## config.mk

```make
export PLATFORM = sky130hd
export DESIGN_NAME = mdu_iter
export DESIGN_NICKNAME = d
export VERILOG_FILES = /design/src/rtl/mdu_pkg.sv /design/src/rtl/mdu_signfix.sv /design/src/rtl/mdu_iter.sv
export SDC_FILE = /design/constraint.sdc
export NUM_CORES = 1
export LEC_CHECK = 0
export BUFFER_PORTS_ARGS = -buffer_cell sky130_fd_sc_hd__buf_2
export CORE_MARGIN = 4
export CORE_UTILIZATION = 60
export CTS_BUF_LIST = sky130_fd_sc_hd__clkbuf_4 sky130_fd_sc_hd__clkbuf_8
export CTS_CLUSTER_SIZE = 30
export DETAILED_ROUTE_END_ITERATION = 8
export HOLD_SLACK_MARGIN = 0.08
export PLACE_DENSITY_LB_ADDON = 0.3
export SYNTH_ARGS = -nofsm -noshare
export SYNTH_HDL_FRONTEND = slang
export SYNTH_HIERARCHICAL = 1
export SYNTH_SLANG_ARGS = --single-unit
```

## constraint.sdc

```tcl
create_clock -name clk -period 8.71 [get_ports clk]
set_clock_uncertainty 0.1 [all_clocks]
set_input_delay 0.4355 -clock clk [delete_from_list [all_inputs] [get_ports clk]]
set_output_delay 0.4355 -clock clk [all_outputs]
set_load 0.01 [all_outputs]
```

## src/rtl/mdu_pkg.sv

```systemverilog
// -----------------------------------------------------------------------------
// mdu_pkg
// Shared types and helpers for the iterative multiply/divide unit.
//   mdu_op_t    : operation encoding presented on opE by the decoder.
//   mdu_state_t : sequencer states of mdu_iter.
//   cnt_width() : width of the iteration counter for a given operand width.
// -----------------------------------------------------------------------------
package mdu_pkg;

   typedef enum logic [1:0] {
      MULT  = 2'd0,
      MULTU = 2'd1,
      DIV   = 2'd2,
      DIVU  = 2'd3
   } mdu_op_t;

   // State literals carry an ST_ prefix so they cannot collide with the
   // operation literal DIV in the shared package scope.
   typedef enum logic [1:0] {
      ST_IDLE = 2'd0,
      ST_MUL  = 2'd1,
      ST_DIV  = 2'd2,
      ST_FIX  = 2'd3
   } mdu_state_t;

   // One bit more than needed to index WIDTH iterations, so the counter can
   // also hold the value WIDTH itself.
   function automatic int cnt_width(input int width);
      return $clog2(width) + 1;
   endfunction

endpackage

```

## src/rtl/mdu_signfix.sv

```systemverilog
// -----------------------------------------------------------------------------
// mdu_signfix
// Combinational conditional two's-complement negate.
//   value  : magnitude to be sign-corrected.
//   negate : 1 -> result = -value, 0 -> result = value.
//   result : sign-corrected value, same width as value.
// -----------------------------------------------------------------------------
module mdu_signfix #(
   parameter int W = 32
) (
   input  logic [W-1:0] value,
   input  logic         negate,
   output logic [W-1:0] result
);

   assign result = negate ? (W'(0) - value) : value;

endmodule

```

## src/rtl/mdu_iter.sv

```systemverilog
// -----------------------------------------------------------------------------
// mdu_iter
// Iterative multiply/divide unit with architectural HI/LO registers for the
// Execute stage. MULT/MULTU/DIV/DIVU take WIDTH+1 cycles (WIDTH shift steps
// plus one sign-fix/write-back cycle); MTHI/MTLO write in one cycle when idle.
//
// Ports:
//   clk, reset      : clock, synchronous active-high reset.
//   startE, opE     : launch opE this cycle (ignored while busy).
//   srcaE, srcbE    : multiplicand/dividend and multiplier/divisor.
//   mthiE, mtloE    : write srcaE into HI / LO (ignored while busy).
//   mfE             : an MFHI/MFLO is in Execute this cycle.
//   hi, lo          : architectural HI/LO.
//   busy            : iteration in progress.
//   done            : one-cycle pulse, hi/lo were updated by the last edge.
//   stall_req       : hold Execute while an HI/LO user would see stale data.
// -----------------------------------------------------------------------------
module mdu_iter
   import mdu_pkg::*;
#(
   parameter int WIDTH = 32
) (
   input  logic             clk,
   input  logic             reset,
   input  logic             startE,
   input  mdu_op_t          opE,
   input  logic [WIDTH-1:0] srcaE,
   input  logic [WIDTH-1:0] srcbE,
   input  logic             mthiE,
   input  logic             mtloE,
   input  logic             mfE,
   output logic [WIDTH-1:0] hi,
   output logic [WIDTH-1:0] lo,
   output logic             busy,
   output logic             done,
   output logic             stall_req
);

   localparam int CW = cnt_width(WIDTH);

   mdu_state_t         state, state_d;
   logic [CW-1:0]      cnt;
   logic [2*WIDTH-1:0] acc;      // mul: {partial product, multiplier}; div: {remainder, dividend/quotient}
   logic [WIDTH-1:0]   opnd;     // multiplicand magnitude or divisor magnitude
   logic               neg_q;    // negate product / quotient
   logic               neg_r;    // negate remainder
   logic               is_mul;
   logic [WIDTH-1:0]   hi_q, lo_q;
   logic               done_q;

   // ---------------------------------------------------------------- decode
   function automatic logic [WIDTH-1:0] mag(input logic [WIDTH-1:0] x, input logic sgn);
      // Result is unsigned, so |-2^(WIDTH-1)| = 2^(WIDTH-1) is representable.
      return (sgn && x[WIDTH-1]) ? (WIDTH'(0) - x) : x;
   endfunction

   logic             op_signed, op_div, div0, sa, sb;
   logic [WIDTH-1:0] a_mag, b_mag;

   assign op_signed = (opE == MULT) || (opE == DIV);
   assign op_div    = (opE == DIV)  || (opE == DIVU);
   assign div0      = op_div && (srcbE == '0);
   assign sa        = op_signed & srcaE[WIDTH-1];
   assign sb        = op_signed & srcbE[WIDTH-1];
   assign a_mag     = mag(srcaE, op_signed);
   assign b_mag     = mag(srcbE, op_signed);

   // ------------------------------------------------------- multiply step
   // Add the multiplicand into the upper half when the current multiplier
   // bit (acc[0]) is set, then shift the whole accumulator right by one.
   logic [WIDTH:0]     mul_sum;
   logic [2*WIDTH-1:0] mul_next;

   assign mul_sum  = {1'b0, acc[2*WIDTH-1:WIDTH]} + (acc[0] ? {1'b0, opnd} : '0);
   assign mul_next = {mul_sum, acc[WIDTH-1:1]};

   // -------------------------------------------------------- divide step
   // Shift the next dividend bit into the remainder and subtract the divisor
   // if it fits. The subtraction only needs WIDTH bits: when it is kept the
   // true difference is below the divisor. A zero divisor always "fits", so
   // after WIDTH steps the remainder holds the raw dividend and the quotient
   // is all ones, which is exactly the divide-by-zero result.
   logic [WIDTH:0]     div_shift;
   logic [WIDTH-1:0]   div_sub;
   logic               div_ok;
   logic [2*WIDTH-1:0] div_next;

   assign div_shift = {acc[2*WIDTH-1:WIDTH], acc[WIDTH-1]};
   assign div_ok    = div_shift >= {1'b0, opnd};
   assign div_sub   = div_shift[WIDTH-1:0] - opnd;
   assign div_next  = {(div_ok ? div_sub : div_shift[WIDTH-1:0]), acc[WIDTH-2:0], div_ok};

   // ------------------------------------------------------------ sign fix
   logic [2*WIDTH-1:0] prod_fix;
   logic [WIDTH-1:0]   quot_fix, rem_fix;

   mdu_signfix #(.W(2*WIDTH)) u_fix_prod (
      .value  (acc),
      .negate (neg_q),
      .result (prod_fix)
   );

   mdu_signfix #(.W(WIDTH)) u_fix_quot (
      .value  (acc[WIDTH-1:0]),
      .negate (neg_q),
      .result (quot_fix)
   );

   mdu_signfix #(.W(WIDTH)) u_fix_rem (
      .value  (acc[2*WIDTH-1:WIDTH]),
      .negate (neg_r),
      .result (rem_fix)
   );

   // ---------------------------------------------------------------- FSM
   logic last;
   assign last = (cnt == CW'(WIDTH - 1));

   always_ff @(posedge clk) begin
      if (reset) state <= ST_IDLE;
      else       state <= state_d;
   end

   always_comb begin
      // NOTE: assign the default before the case so every path drives
      // state_d; a missing assignment would otherwise infer a latch.
      state_d = state;
      case (state)
         ST_IDLE: if (startE) state_d = op_div ? ST_DIV : ST_MUL;
         ST_MUL:  if (last)   state_d = ST_FIX;
         ST_DIV:  if (last)   state_d = ST_FIX;
         ST_FIX:              state_d = ST_IDLE;
         default:             state_d = ST_IDLE;
      endcase
   end

   // ----------------------------------------------------------- datapath
   always_ff @(posedge clk) begin
      // NOTE: datapath registers are reset as well, so an aborted operation
      // leaves no residue visible to a later one.
      if (reset) begin
         cnt    <= '0;
         acc    <= '0;
         opnd   <= '0;
         neg_q  <= 1'b0;
         neg_r  <= 1'b0;
         is_mul <= 1'b0;
         hi_q   <= '0;
         lo_q   <= '0;
         done_q <= 1'b0;
      end else begin
         // NOTE: non-blocking assignments, so every register in this block
         // updates from pre-edge values regardless of statement order.
         done_q <= 1'b0;
         case (state)
            ST_IDLE: begin
               if (startE) begin
                  // Start wins over a simultaneous move.
                  cnt    <= '0;
                  is_mul <= ~op_div;
                  if (op_div) begin
                     acc   <= {{WIDTH{1'b0}}, (div0 ? srcaE : a_mag)};
                     opnd  <= b_mag;
                     neg_q <= ~div0 & (sa ^ sb);
                     neg_r <= ~div0 & sa;
                  end else begin
                     acc   <= {{WIDTH{1'b0}}, b_mag};
                     opnd  <= a_mag;
                     neg_q <= sa ^ sb;
                     neg_r <= 1'b0;
                  end
               end else begin
                  if (mthiE) hi_q <= srcaE;
                  if (mtloE) lo_q <= srcaE;
               end
            end
            ST_MUL: begin
               acc <= mul_next;
               cnt <= cnt + CW'(1);
            end
            ST_DIV: begin
               acc <= div_next;
               cnt <= cnt + CW'(1);
            end
            ST_FIX: begin
               if (is_mul) begin
                  {hi_q, lo_q} <= prod_fix;
               end else begin
                  hi_q <= rem_fix;
                  lo_q <= quot_fix;
               end
               done_q <= 1'b1;
            end
            default: ;
         endcase
      end
   end

   // ------------------------------------------------------------ outputs
   assign hi        = hi_q;
   assign lo        = lo_q;
   assign done      = done_q;
   assign busy      = (state != ST_IDLE);
   assign stall_req = busy & (startE | mthiE | mtloE | mfE);

endmodule

```

**Yosys cells after proc, flatten, opt, wreduce, memory -nomap -nowiden**

Index checks and enable logic that the tools add are counted.

- Register bits after elaboration: 172
- Logic and storage cells: 89

- $add $sub $neg: 8
- $lt $le $gt $ge: 1
- Eq/ne operators: 11
- Muxes and demuxes: 29
- Bitwise gates (word level): 11
- Reductions and logical operators: 19

Operators with widths:

| kind | number |
|---|---|
| $mux 32 | 15 |
| $pmux 64 s3 | 1 |
| $mux 64 | 2 |
| $pmux 32 s2 | 2 |
| $sub 1x32->32 const A | 4 |
| $sub 1x64->64 const A | 1 |
| $add 32x32->33 | 1 |
| $ge 33x32->1 | 1 |
| $logic_not 32->1 | 1 |
| $sub 32x32->32 | 1 |
| $pmux 6 s2 | 1 |
| $eq 2x2->1 const B | 4 |
| $ne 2x2->1 const B | 4 |
| $reduce_and 2->1 | 4 |
| $add 6x1->6 const B | 1 |
| $eq 6x5->1 const B | 1 |
| $mux 2 | 3 |
| $mux 6 | 1 |
| $pmux 2 s3 | 1 |
| $reduce_and 3->1 | 2 |
| $reduce_bool 2->1 | 3 |
| $and 1x1->1 | 5 |
| $logic_not 2->1 | 2 |
| $logic_and 1x1->1 | 3 |
| 9 further kinds | 15 |

**Depth between registers and ports, before layout**

- Word-level depth: 8
- Depth in mapped cells: 15
- Depth with buffers taken out: 14

**By module**

The synthesis kept the hierarchy.

By module, submodules not included:

| module | instances | cells an instance | area an instance (µm²) |
|---|---|---|---|
| mdu_iter | 1 | 1895 | 14138.6 |
| mdu_signfix at u_fix_quot ... | 2 | 108 | 767.0 |
| mdu_signfix at u_fix_prod | 1 | 198 | 1453.9 |

**Least setup slack after synthesis**

No wires, ideal clock.

- Path kind: reg-to-reg
- From: reg acc[0]
- To: reg acc[59]
- Library setup time: 0.121 ns
- Data arrival time: 3.379 ns
- Data required time: 8.489 ns
- Setup slack: 5.110 ns
- Stages on the path, launching flop included: 15
- Path buffers: 2
- Period minus slack after synthesis: 3.600 ns
- Cells stage by stage: dfxtp_1 -> clkbuf_1 -> and2_1 -> ha_1 -> clkbuf_1 -> a211o_1 -> o211ai_1 -> a211oi_1 -> a2111oi_0 -> a21boi_0 -> or2_2 -> a2111oi_0 -> or3_1 -> xor2_1 -> o21ai_0

- Longest elaborated chain between the ends: 3

RTL lines:

| element | line | source |
|---|---|---|
| start, declared | mdu_iter.sv:43 | `logic [2*WIDTH-1:0] acc;` |
| start signal, assigned | mdu_iter.sv:162 | `acc <= {{WIDTH{1'b0}}, (div0 ? srcaE : a_mag)};` |
| start signal, assigned | mdu_iter.sv:167 | `acc <= {{WIDTH{1'b0}}, b_mag};` |
| start signal, assigned | mdu_iter.sv:178 | `acc <= mul_next;` |
| $mux 32 | mdu_iter.sv:74 | `assign mul_sum = {1'b0, acc[2*WIDTH-1:WIDTH]} + (acc[0] ? {1'b0, opnd} : '0);` |
| $add 32x32->33 | mdu_iter.sv:74 |  |
| $pmux 64 s3 | mdu_iter.sv:155 | `case (state)` |

Every way passes these cells.
A chain may end at the register's enable or synchronous reset.

**Final worst setup path**

Same ends and word-level chain as after synthesis.

==> summary.md <==
| Metric | Value |
|---|---|
| Synth top area share | 20.1% |
| First-pass GRT wire length | 94.9 mm |
| Hold Path Stages | 3 |
| Vias in the first global route | 16,400 |
| Share of cells above drive strength 1 | 11.1% |
| Crit path max fanout | 21 |
| Clk sinks | 172 |
| Post-CTS Setup Bufs | 0 |
| Port-buffer cells | 138 |
| Top cells by area, synth | dfxtp_1 20%, xnor2_1 10%, a21oi_1 6.7% |
| DRT Wirelength | 63.1 mm |
| Grt ovf | 0 |
| Footprint of the multi-input gates | 12,800 µm² |
| Post-DP HPWL | 47.0 mm |
| Met2 Use GR | 55.9% |
| Startpoint types | register |
| Critical Path AT | 4670 ps |
| Post-synth ARST share | 0% |
| Final setup fails | 0 |
| Hold-fix buffers, CTS | 0 |
| Reported max-cap violation count | 0 |
| TNS Setup | 0 ps |
| Worst Reg-to-Reg Cells | 13 |
| GRT Total Usage | 38.4% |
| Unrepaired setup endpoints after global routing | false |
| Post-cts repair resize count | 0 |
| Fin. Hold Viols | 0 |
| Post-route antenna net violation count | 0 |
| Post-Syn Area | 17,100 µm² |
| Power density over the cells | 236 nW/µm² |
| Post-Syn Instances | 2,309 |
| GPL Wtd Cong | 1.04 |
| Vias | 18,600 |
| Clock tree buffer depth | 2 |
| Clock latency on the worst-skew pair | 490 ps |
| Worst Max-Slew Pin Slew | 1160 ps |
| #FFs+latches synth | 172 |
| FF/Latch Area | 3450 µm² |
| CTS tree | done |
| Die height | 177 µm |
| Yosys warning count | 6 |
| Initial Util | 61.3% |
| Clk Tree Root Cell | clkbuf_8 |
| Die area | 31,300 µm² |
| EDFF count, synth | 0 |
| Min-Delay Path Class | in -> reg |
| Overall power | 4.29 mW |
| Detailed Routing Iterations Pass 1 | 6 |
| Met3 Track Usage GR | 9.51% |
| CP Capture Type | register |
| Filler instances | 2,546 |
| Register area share after synthesis | 20.1% |
| Slew margin rel. | 23.0% |
| Mapped Avg Cell Area | 7.42 µm² |
| Critical path type | reg -> reg |
| Maximum vdd drop | 235 µV |
| Post-synthesis cell type count | 79 |
| Area delta synth->final | 6.33% |
| Die width | 177 µm |
| Final min period | 4390 ps |
| Vias per cell | 6.86 |
| Leading area contributor after synthesis | dfxtp_1 |
| # rows | 61 |
| WL/cell | 23.3 µm |
| Period utilization | 50.4% |
| Core outline area | 27,900 µm² |
| Clock-pin transition on the worst setup and hold timing paths | 110 ps |
| Busiest layer in global routing | met2 |
| DR iter-0 viols | 2,838 |
| Largest net degree at the start of global routing | 103 |
| Nets | 2,460 |
| Top FF cell, synth | dfxtp_1 |
| H-tree depth | 4 |
| Inserted Clock Buffers | 17 |
| Top Ports | 139 |
| Max-slew violation count | 0 |
| Leak | 7.33 nW |
| Status | finished, final reports clean |
| Final Core Density | 65.2% |
| Mapped Nets | 2,457 |
| Maximum achievable frequency | 0.228 GHz |
| CP required | 8980 ps |
| Initial antenna violation count | 2 |
| Residual DRC | 0 |
| Met1 capacity usage during global routing | 54.1% |
-- cell usage in the layout, fill, tap and decap left out, drive strengths merged, types with 42 or more instances in the layout --
cell type / count
buf: 154
mux2i: 70
inv: 76
a21oi: 231
ha: 74
o31ai: 42
a211oi: 102
nor2: 247
o21ai: 101
nand2: 179
dfxtp: 172
o41ai: 44
xnor2: 198
xor2: 65
nor3: 45
-- registers in the layout, summed over array words and instances (netlist names) --
register / cells
neg_r: 1
opnd: 32
is_mul: 1
hi: 32
cnt: 6
lo: 32
neg_q: 1
state: 2
acc: 64
done: 1
-- metal layers --
metal	part of all wire (%)	wire, µm
met1	41	26100
met2	41	25800
met3	13	7960
met4	5.0	3180
met5	0.043	27
-- final cells by class --
class / instances / share of cell area [%]
diodes: 2 / 0.0275
multi-input cells: 1898 / 70.3
clock buffers: 18 / 1.36
clock inverters: 14 / 0.928
flip-flops and latches: 172 / 18.9
well taps: 378 / 2.60
inverters: 69 / 1.42
repair buffers: 154 / 4.47
-- power by group --
group / internal [mW] / leakage [nW] / switching (mW)
Sequential: 0.946 / 1.41 / 0.360
Clock: 0.228 / 0.206 / 0.385
Combinational: 0.846 / 5.72 / 1.53
-- cell usage after synthesis, drive strengths merged, types with 27 or more instances --
cell type and count:
nor2 247, a21oi 231, xnor2 198, nand2 179, dfxtp 172, clkbuf 143
a211oi 102, o21ai 101, ha 74, mux2i 70, inv 69, xor2 65
nor3 45, o41ai 44, o31ai 42, and2 40, a22oi 36, a21o 35
or4 34, nand3 29, nor4 29, buf 27
-- per-stage QoR --
stage	instance area, µm²	instances	hold slack [ps]	setup slack [ps]
after floorplan	17100	2309	340	5110
after global placement	17800	2671	354	4500
after detailed placement	17800	2671	363	4370
after CTS	18200	2703	267	4340
after global routing	18200	2703	272	4010
final	18200	2705	282	4320
-- cell families (layout without fill, tap and decap cells) --
| family | Yosys count | count (layout) | share of synthesized area, % |
|---|---|---|---|
| compound gates | 740 | 740 | 29.1 |
| xor+xnor | 263 | 263 | 13.4 |
| fa+ha+maj | 76 | 76 | 5.64 |
| buf+inv | 239 | 255 | 5.46 |
| flops | 172 | 172 | 20.1 |
| mux | 88 | 88 | 5.27 |
| other cells | 0 | 2 | 0 |
| simple gates | 731 | 731 | 21.0 |
-- critical path, stage by stage (launching register included) --
cell and delay, ps:
dfxtp_1 720, buf_4 340, and2_1 170, ha_1 310, or2_2 320, a21oi_1 160, a211oi_1 60, a2111oi_0 550
a21boi_0 250, or2_2 330, a2111oi_0 510, or3_1 210, xor2_1 150, o21ai_0 100
-- path summary, 6_finish.rpt --
kind,from,slack [ps],to
setup reg to reg,acc[0]$_SDFFE_PP0P_,4320,acc[59]$_SDFFE_PP0P_
hold / removal,srcbE[0],280,opnd[0]$_SDFFE_PP0P_
setup / recovery,acc[0]$_SDFFE_PP0P_,4320,acc[59]$_SDFFE_PP0P_
hold reg to reg,opnd[4]$_SDFFE_PP0P_,380,opnd[4]$_SDFFE_PP0P_
Note: power is estimated with default switching activity, not from simulation.
